**src/rtl/mc_ctrl_if.sv**
```systemverilog
// Control bus between the multicycle MIPS controller (master) and its datapath (slave).
// Optional Illegal flag exists only when MC_CTRL_ILLEGAL_TRAP_EN is defined.
interface mc_ctrl_if #(
  parameter int CNT_W = 32
);
  logic [5:0]       Op;
  logic [5:0]       Funct;
  logic             Zero;
  logic             PCWrite;
  logic             IRWrite;
  logic             RegWrite;
  logic             MemWrite;
  logic             EXTOp;
  logic             ALUSrcB;
  logic             RegDst;
  logic             WDSel;
  logic [1:0]       NPCOp;
  logic [2:0]       ALUOp;
  logic [2:0]       State;
  logic             InstrDone;
  logic [CNT_W-1:0] Retired;
`ifdef MC_CTRL_ILLEGAL_TRAP_EN
  logic             Illegal;
`endif

  modport master (
`ifdef MC_CTRL_ILLEGAL_TRAP_EN
    output Illegal,
`endif
    input  Op, Funct, Zero,
    output PCWrite, IRWrite, RegWrite, MemWrite, EXTOp, ALUSrcB, RegDst, WDSel,
    output NPCOp, ALUOp, State, InstrDone, Retired
  );

  modport slave (
`ifdef MC_CTRL_ILLEGAL_TRAP_EN
    input  Illegal,
`endif
    output Op, Funct, Zero,
    input  PCWrite, IRWrite, RegWrite, MemWrite, EXTOp, ALUSrcB, RegDst, WDSel,
    input  NPCOp, ALUOp, State, InstrDone, Retired
  );
endinterface

```
**src/rtl/mc_ctrl.sv**
```systemverilog
// Multicycle MIPS control FSM (IF/ID/EXE/MEM/WB) with retired-instruction counter.
// Define MC_CTRL_ILLEGAL_TRAP_EN to trap unsupported opcodes instead of treating them as NOPs.
module mc_ctrl #(
  parameter int CNT_W = 32
) (
  input logic      clk,
  input logic      rst,
  mc_ctrl_if.master bus
);
  typedef enum logic [2:0] {
    S_IF  = 3'd0,
    S_ID  = 3'd1,
    S_EXE = 3'd2,
    S_MEM = 3'd3,
    S_WB  = 3'd4
`ifdef MC_CTRL_ILLEGAL_TRAP_EN
    , S_TRAP = 3'd7
`endif
  } state_t;

  typedef struct packed {
    logic rtype;
    logic addi;
    logic ori;
    logic lui;
    logic lw;
    logic sw;
    logic beq;
    logic j;
  } dec_t;

  function automatic dec_t decode(input logic [5:0] op, input logic [5:0] fn);
    dec_t d;
    d = '0;
    case (op)
      6'h00: d.rtype = fn inside {6'h21, 6'h23, 6'h24, 6'h25, 6'h2A};
      6'h08: d.addi  = 1'b1;
      6'h0D: d.ori   = 1'b1;
      6'h0F: d.lui   = 1'b1;
      6'h23: d.lw    = 1'b1;
      6'h2B: d.sw    = 1'b1;
      6'h04: d.beq   = 1'b1;
      6'h02: d.j     = 1'b1;
      default: ;
    endcase
    return d;
  endfunction

  state_t           state_q, state_d;
  logic [5:0]       op_q, op_d;
  logic [5:0]       funct_q, funct_d;
  logic [CNT_W-1:0] retired_q, retired_d;

  dec_t dec_live, dec_lat;
  logic pcw, irw, rw, mw, ext, srcb, rdst, wd, done, illegal;
  logic [1:0] npc;
  logic [2:0] alu;

  assign dec_live = decode(bus.Op, bus.Funct);
  assign dec_lat  = decode(op_q, funct_q);

  always_comb begin
    state_d = state_q;
    op_d    = op_q;
    funct_d = funct_q;
    pcw = 1'b0; irw = 1'b0; rw = 1'b0; mw = 1'b0;
    ext = 1'b0; srcb = 1'b0; rdst = 1'b0; wd = 1'b0;
    done = 1'b0; illegal = 1'b0;
    npc = 2'd0;
    alu = 3'd0;

    // ALU setup is held from EXE until the instruction retires.
    if (state_q inside {S_EXE, S_MEM, S_WB}) begin
      ext  = dec_lat.addi | dec_lat.lw | dec_lat.sw | dec_lat.beq;
      srcb = dec_lat.addi | dec_lat.ori | dec_lat.lui | dec_lat.lw | dec_lat.sw;
      if (dec_lat.rtype) begin
        case (funct_q)
          6'h23:   alu = 3'd1;
          6'h24:   alu = 3'd2;
          6'h25:   alu = 3'd3;
          6'h2A:   alu = 3'd4;
          default: alu = 3'd0;
        endcase
      end else if (dec_lat.ori) alu = 3'd3;
      else if (dec_lat.lui)     alu = 3'd5;
      else if (dec_lat.beq)     alu = 3'd1;
      else                      alu = 3'd0;
    end

    case (state_q)
      S_IF: begin
        irw     = 1'b1;
        pcw     = 1'b1;
        state_d = S_ID;
      end
      S_ID: begin
        op_d    = bus.Op;
        funct_d = bus.Funct;
        if (dec_live.j) begin
          pcw     = 1'b1;
          npc     = 2'd2;
          done    = 1'b1;
          state_d = S_IF;
        end else if (|dec_live) begin
          state_d = S_EXE;
        end else begin
`ifdef MC_CTRL_ILLEGAL_TRAP_EN
          state_d = S_TRAP;
`else
          done    = 1'b1;
          state_d = S_IF;
`endif
        end
      end
      S_EXE: begin
        if (dec_lat.beq) begin
          npc     = 2'd1;
          pcw     = bus.Zero;
          done    = 1'b1;
          state_d = S_IF;
        end else if (dec_lat.lw | dec_lat.sw) begin
          state_d = S_MEM;
        end else begin
          state_d = S_WB;
        end
      end
      S_MEM: begin
        if (dec_lat.sw) begin
          mw      = 1'b1;
          done    = 1'b1;
          state_d = S_IF;
        end else begin
          state_d = S_WB;
        end
      end
      S_WB: begin
        rw      = 1'b1;
        rdst    = dec_lat.rtype;
        wd      = dec_lat.lw;
        done    = 1'b1;
        state_d = S_IF;
      end
`ifdef MC_CTRL_ILLEGAL_TRAP_EN
      S_TRAP: illegal = 1'b1;
`endif
      default: state_d = S_IF;
    endcase

    // Reset forces every strobe low so no partial write escapes while rst is high.
    if (rst) begin
      pcw = 1'b0; irw = 1'b0; rw = 1'b0; mw = 1'b0;
      ext = 1'b0; srcb = 1'b0; rdst = 1'b0; wd = 1'b0;
      done = 1'b0; illegal = 1'b0;
      npc = 2'd0;
      alu = 3'd0;
    end

    retired_d = retired_q + {{(CNT_W-1){1'b0}}, done};
  end

  always_ff @(posedge clk or posedge rst) begin
    if (rst) begin
      state_q   <= S_IF;
      op_q      <= '0;
      funct_q   <= '0;
      retired_q <= '0;
    end else begin
      state_q   <= state_d;
      op_q      <= op_d;
      funct_q   <= funct_d;
      retired_q <= retired_d;
    end
  end

  assign bus.PCWrite   = pcw;
  assign bus.IRWrite   = irw;
  assign bus.RegWrite  = rw;
  assign bus.MemWrite  = mw;
  assign bus.EXTOp     = ext;
  assign bus.ALUSrcB   = srcb;
  assign bus.RegDst    = rdst;
  assign bus.WDSel     = wd;
  assign bus.NPCOp     = npc;
  assign bus.ALUOp     = alu;
  assign bus.State     = state_q;
  assign bus.InstrDone = done;
  assign bus.Retired   = retired_q;
`ifdef MC_CTRL_ILLEGAL_TRAP_EN
  assign bus.Illegal   = illegal;
`else
  logic unused_illegal;
  assign unused_illegal = illegal;
`endif
endmodule

```
**src/flat_wrapper.sv**
```systemverilog
// flat-port wrapper written by rule: the top's interface ports become plain ports
module mc_ctrl_flat 
#(
  parameter int CNT_W = 32
)
  (clk, rst, bus_Op, bus_Funct, bus_Zero, bus_PCWrite, bus_IRWrite, bus_RegWrite, bus_MemWrite, bus_EXTOp, bus_ALUSrcB, bus_RegDst, bus_WDSel, bus_NPCOp, bus_ALUOp, bus_State, bus_InstrDone, bus_Retired);
  mc_ctrl_if #(.CNT_W(CNT_W)) bus_i ();
  input logic clk;
  input logic rst;
  input wire logic [$bits(bus_i.Op)-1:0] bus_Op;
  input wire logic [$bits(bus_i.Funct)-1:0] bus_Funct;
  input wire logic [$bits(bus_i.Zero)-1:0] bus_Zero;
  output wire logic [$bits(bus_i.PCWrite)-1:0] bus_PCWrite;
  output wire logic [$bits(bus_i.IRWrite)-1:0] bus_IRWrite;
  output wire logic [$bits(bus_i.RegWrite)-1:0] bus_RegWrite;
  output wire logic [$bits(bus_i.MemWrite)-1:0] bus_MemWrite;
  output wire logic [$bits(bus_i.EXTOp)-1:0] bus_EXTOp;
  output wire logic [$bits(bus_i.ALUSrcB)-1:0] bus_ALUSrcB;
  output wire logic [$bits(bus_i.RegDst)-1:0] bus_RegDst;
  output wire logic [$bits(bus_i.WDSel)-1:0] bus_WDSel;
  output wire logic [$bits(bus_i.NPCOp)-1:0] bus_NPCOp;
  output wire logic [$bits(bus_i.ALUOp)-1:0] bus_ALUOp;
  output wire logic [$bits(bus_i.State)-1:0] bus_State;
  output wire logic [$bits(bus_i.InstrDone)-1:0] bus_InstrDone;
  output wire logic [$bits(bus_i.Retired)-1:0] bus_Retired;
  assign bus_i.Op = bus_Op;
  assign bus_i.Funct = bus_Funct;
  assign bus_i.Zero = bus_Zero;
  assign bus_PCWrite = bus_i.PCWrite;
  assign bus_IRWrite = bus_i.IRWrite;
  assign bus_RegWrite = bus_i.RegWrite;
  assign bus_MemWrite = bus_i.MemWrite;
  assign bus_EXTOp = bus_i.EXTOp;
  assign bus_ALUSrcB = bus_i.ALUSrcB;
  assign bus_RegDst = bus_i.RegDst;
  assign bus_WDSel = bus_i.WDSel;
  assign bus_NPCOp = bus_i.NPCOp;
  assign bus_ALUOp = bus_i.ALUOp;
  assign bus_State = bus_i.State;
  assign bus_InstrDone = bus_i.InstrDone;
  assign bus_Retired = bus_i.Retired;
  mc_ctrl #(.CNT_W(CNT_W)) u_core (.clk(clk), .rst(rst), .bus(bus_i));
endmodule
```
**config.mk**
```make
export PLATFORM = sky130hd
export DESIGN_NAME = mc_ctrl_flat
export DESIGN_NICKNAME = d
export VERILOG_FILES = /design/src/rtl/mc_ctrl_if.sv /design/src/rtl/mc_ctrl.sv /design/src/flat_wrapper.sv
export SDC_FILE = /design/constraint.sdc
export NUM_CORES = 1
export LEC_CHECK = 0
export ABC_CLOCK_PERIOD_IN_PS = 3350
export CAP_MARGIN = 25
export CORE_ASPECT_RATIO = 1.1
export CORE_UTILIZATION = 43
export DETAILED_ROUTE_END_ITERATION = 10
export GPL_TIMING_DRIVEN = 0
export PLACE_DENSITY = 0.74
export SYNTH_ARGS = -nofsm -noshare
export SYNTH_HDL_FRONTEND = slang
export SYNTH_SLANG_ARGS = --single-unit
```
**constraint.sdc**
```tcl
create_clock -name clk -period 3.35 [get_ports clk]
set_clock_uncertainty 0.1 [all_clocks]
set_input_delay 0.67 -clock clk [delete_from_list [all_inputs] [get_ports clk]]
set_output_delay 0.67 -clock clk [all_outputs]
set_load 0.03 [all_outputs]
```
==> results.toml <==
[worst_setup_path]
crit_slowest_cell = "clkdlybuf4s50_1"
criticalPathCategory = "in -> out"
cp.required_ns = 2.58
slowest_delay_ns = 0.46
path_max_fanout = 4
end_kind = "output port"
worst-r2r-cell-count = 10
crit_chain = "clkdlybuf4s50_1 > nor3b_1 > or3_4 > a31oi_2 > o21ai_0 > a21oi_2 > buf_6"
start_kind = "primary input"
cp.arrival_ns = 2.45

[place]
io_buffers = 62
gp_congestion = 0.7581
hpwlAfterDp_um = 3698
dpl.cell_count = 352
dpl_worst_slack_ns = -0.7284
placedInstanceArea_sq_um = 3080

[logic_synthesis]
ys_seq_area_share_pct = 49.71
synthArstFlopShare_pct = 100.0
ys_ff_latch = 47
synth_top_area_share_pct = 49.71
mappedNetlistArea_sq_um = 2366
synth_cells = 218
avgSynthCellArea_sq_um = 10.85
synth.top_cells.by_area = "dfrtp_1, xnor2_1, mux2_2"
synth_edf_count = 0
ys_warn_count = 0
syn_nets = 235
synthDistinctLibCells = 43
synth_ff_type = "dfrtp_1"
yosysTopAreaCell = "dfrtp_1"

[grt]
use_met2_pct = 32.90
grt_util_met1_pct = 25.77
grt_pass1_wl_um = 8825
grt_start_max_net_pins = 25
grt_util_met3_pct = 4.040
grt-busiest-layer = "met2"
antenna_found_initial = 0
gr-total-overflow = 0
track_usage_pct = 19.80
grt_pass1_vias = 1875

[clocking]
cts_hold_buf = 0
cts-root-buf = "clkbuf_8"
cts_buffers = 5
cts_tree = "yes"
cts.path.max_buffers = 2
clkSinkCount = 47
cts.reportedPaths.clkPinSlew_ns = 0.08
htree_num_levels = 2
clk-insertion-delay-late_ns = 0.29

[sta]
hold_viol_final = 0
max_freq_mhz = 310.9
maxSlewViolCount = 0
fin_crit_ns = 3.217
tightestPinTransition_ns = 0.6360
rsz0062_at_grt = "true"
fin_ws_ns = 0.1333
slew_headroom_pct = 57.60
fin_crit_sh_pct = 96.02
setup-violations-final = 0

[finish]
drive_above_1_share_pct = 14.48
layout.nets = 307
area.growth.synth_to_final_pct = 37.07
design_area_sq_um = 3243
final_util_pct = 63.16
finalNonFillerCells = 362
fillers = 448
diodes = 0

[run_status]
status = "completed"

[detailed_routing]
drt-initial-drc-count = 73
drc = 0
dr.pass1.iters = 4
vias_per_cell = 5.323
vias = 1927
antenna_left = 0
drt-total-wl_um = 5235
avgRoutedWirePerCell_um = 14.46

[die]
io_pins = 64
die_y_um = 79.80
dieWidth_um = 72.73
coreArea_sq_um = 5135
fp.dieArea_sq_um = 5803
rows = 27
start_util_pct = 46.08

[power]
p_per_area_nw_per_um2 = 551.2
power_uw = 1788
p_leak_uw = 0.001342
vdd_drop_max_mv = 0.3952

[flow_run]
cap_violations = 0

[worst_hold_path]
hp-class = "reg -> reg"
hold_path_depth = 1
## layout by cell type (no fill, tap or decap), drive strengths merged, types with 4 or more instances in the layout
master,Yosys,layout
a21oi,9,9
and3,4,4
and4,6,6
buf,2,5
clkbuf,4,9
clkdlybuf4s50,0,58
dfrtp,47,47
mux2,12,12
nand2,16,16
nand2b,4,4
nand3,10,10
nand4,9,9
nor2,14,14
nor3,6,6
nor3b,5,5
nor4,4,4
o21ai,4,4
xnor2,26,26
xor2,7,7
## layer usage
layer / routed length [um] / part of all wire, %
met5: 0 / 0
met4: 29 / 0.55
met3: 223 / 4.3
met2: 2639 / 50
met1: 2344 / 45
## synth_stat cells (3+ instances only)
cell type,number
a21oi_1,9
a31oi_1,3
and3_1,3
and4_1,5
clkbuf_1,4
dfrtp_1,47
inv_1,4
mux2_2,12
nand2_1,16
nand2b_1,4
nand3_1,10
nand4_1,7
nor2_1,13
nor2b_1,3
nor3_1,6
nor3b_1,4
nor4_1,3
o21ai_0,4
xnor2_1,26
xor2_1,7
## sequential cells by signal (all words and copies together) (netlist names)
| register | count |
|---|---|
| u_core.bus.Retired | 32 |
| u_core.bus.State | 3 |
| u_core.funct_q | 6 |
| u_core.op_q | 6 |
## final cells by class
| class | instances | area (sq um) | area share (%) |
|---|---|---|---|
| Buffer | 5 | 23.77 | 0.7330 |
| Clock buffer | 6 | 82.58 | 2.546 |
| Clock inverter | 1 | 5.005 | 0.1543 |
| Inverter | 4 | 18.77 | 0.5787 |
| Multi-Input combinational cell | 161 | 1176 | 36.27 |
| Sequential cell | 47 | 1176 | 36.27 |
| Tap cell | 72 | 90.09 | 2.778 |
| Timing Repair Buffer | 64 | 660.6 | 20.37 |
| Timing Repair inverter | 2 | 10.01 | 0.3086 |
## critical path, delay by kind of cell
| family | cells | cell delay [ns] |
|---|---|---|
| compound gates | 3 | 0.60 |
| simple gates | 2 | 0.55 |
| buf+inv | 2 | 0.64 |
## cell families (layout without fill, tap and decap cells)
group	count (synthesis)	after routing	share of synthesized area [%]
fa+ha+maj	2	2	1.057
simple gates	92	92	23.90
xor+xnor	33	33	12.22
buf+inv	10	82	1.798
compound gates	22	22	5.606
mux	12	12	5.711
flops	47	47	49.71
## what timing repair did
item	in CTS	in global routing
cloned	2	0
buffers inserted	1	0
setup endpoints to repair	13	16
pin swaps	0	1
resized for setup	8	10
## through the flow
stage	hold slack, ns	setup TNS (ns)
after floorplan	0.3714	0
after detailed placement	0.3644	-9.917
after CTS	0.3798	0
after global placement	0.3604	-8.747
final	0.3705	0
after global routing	0.3883	-0.009741
## where the power goes
part | total [uW] | internal, uW | switching [uW]
Combinational | 630 | 312 | 318
Sequential | 818 | 682 | 136
Clock | 339 | 162 | 177
Total | 1790 | 1160 | 632
## worst paths after layout
| check | slack, ns | endpoint | start |
|---|---|---|---|
| max | 0.13 | bus_InstrDone | bus_Funct[2] |
| min | 0.37 | u_core.bus.Retired[31]$_DFF_PP0_ | u_core.bus.Retired[31]$_DFF_PP0_ |
| max reg2reg | 0.55 | u_core.bus.Retired[25]$_DFF_PP0_ | u_core.bus.State[1]$_DFF_PP0_ |
| min reg2reg | 0.37 | u_core.bus.Retired[31]$_DFF_PP0_ | u_core.bus.Retired[31]$_DFF_PP0_ |
| max in group asynchronous | 2.22 | u_core.bus.Retired[1]$_DFF_PP0_ | rst |
| min in group asynchronous | 0.54 | u_core.bus.Retired[29]$_DFF_PP0_ | rst |
Note: power is estimated with default switching activity, not from simulation.
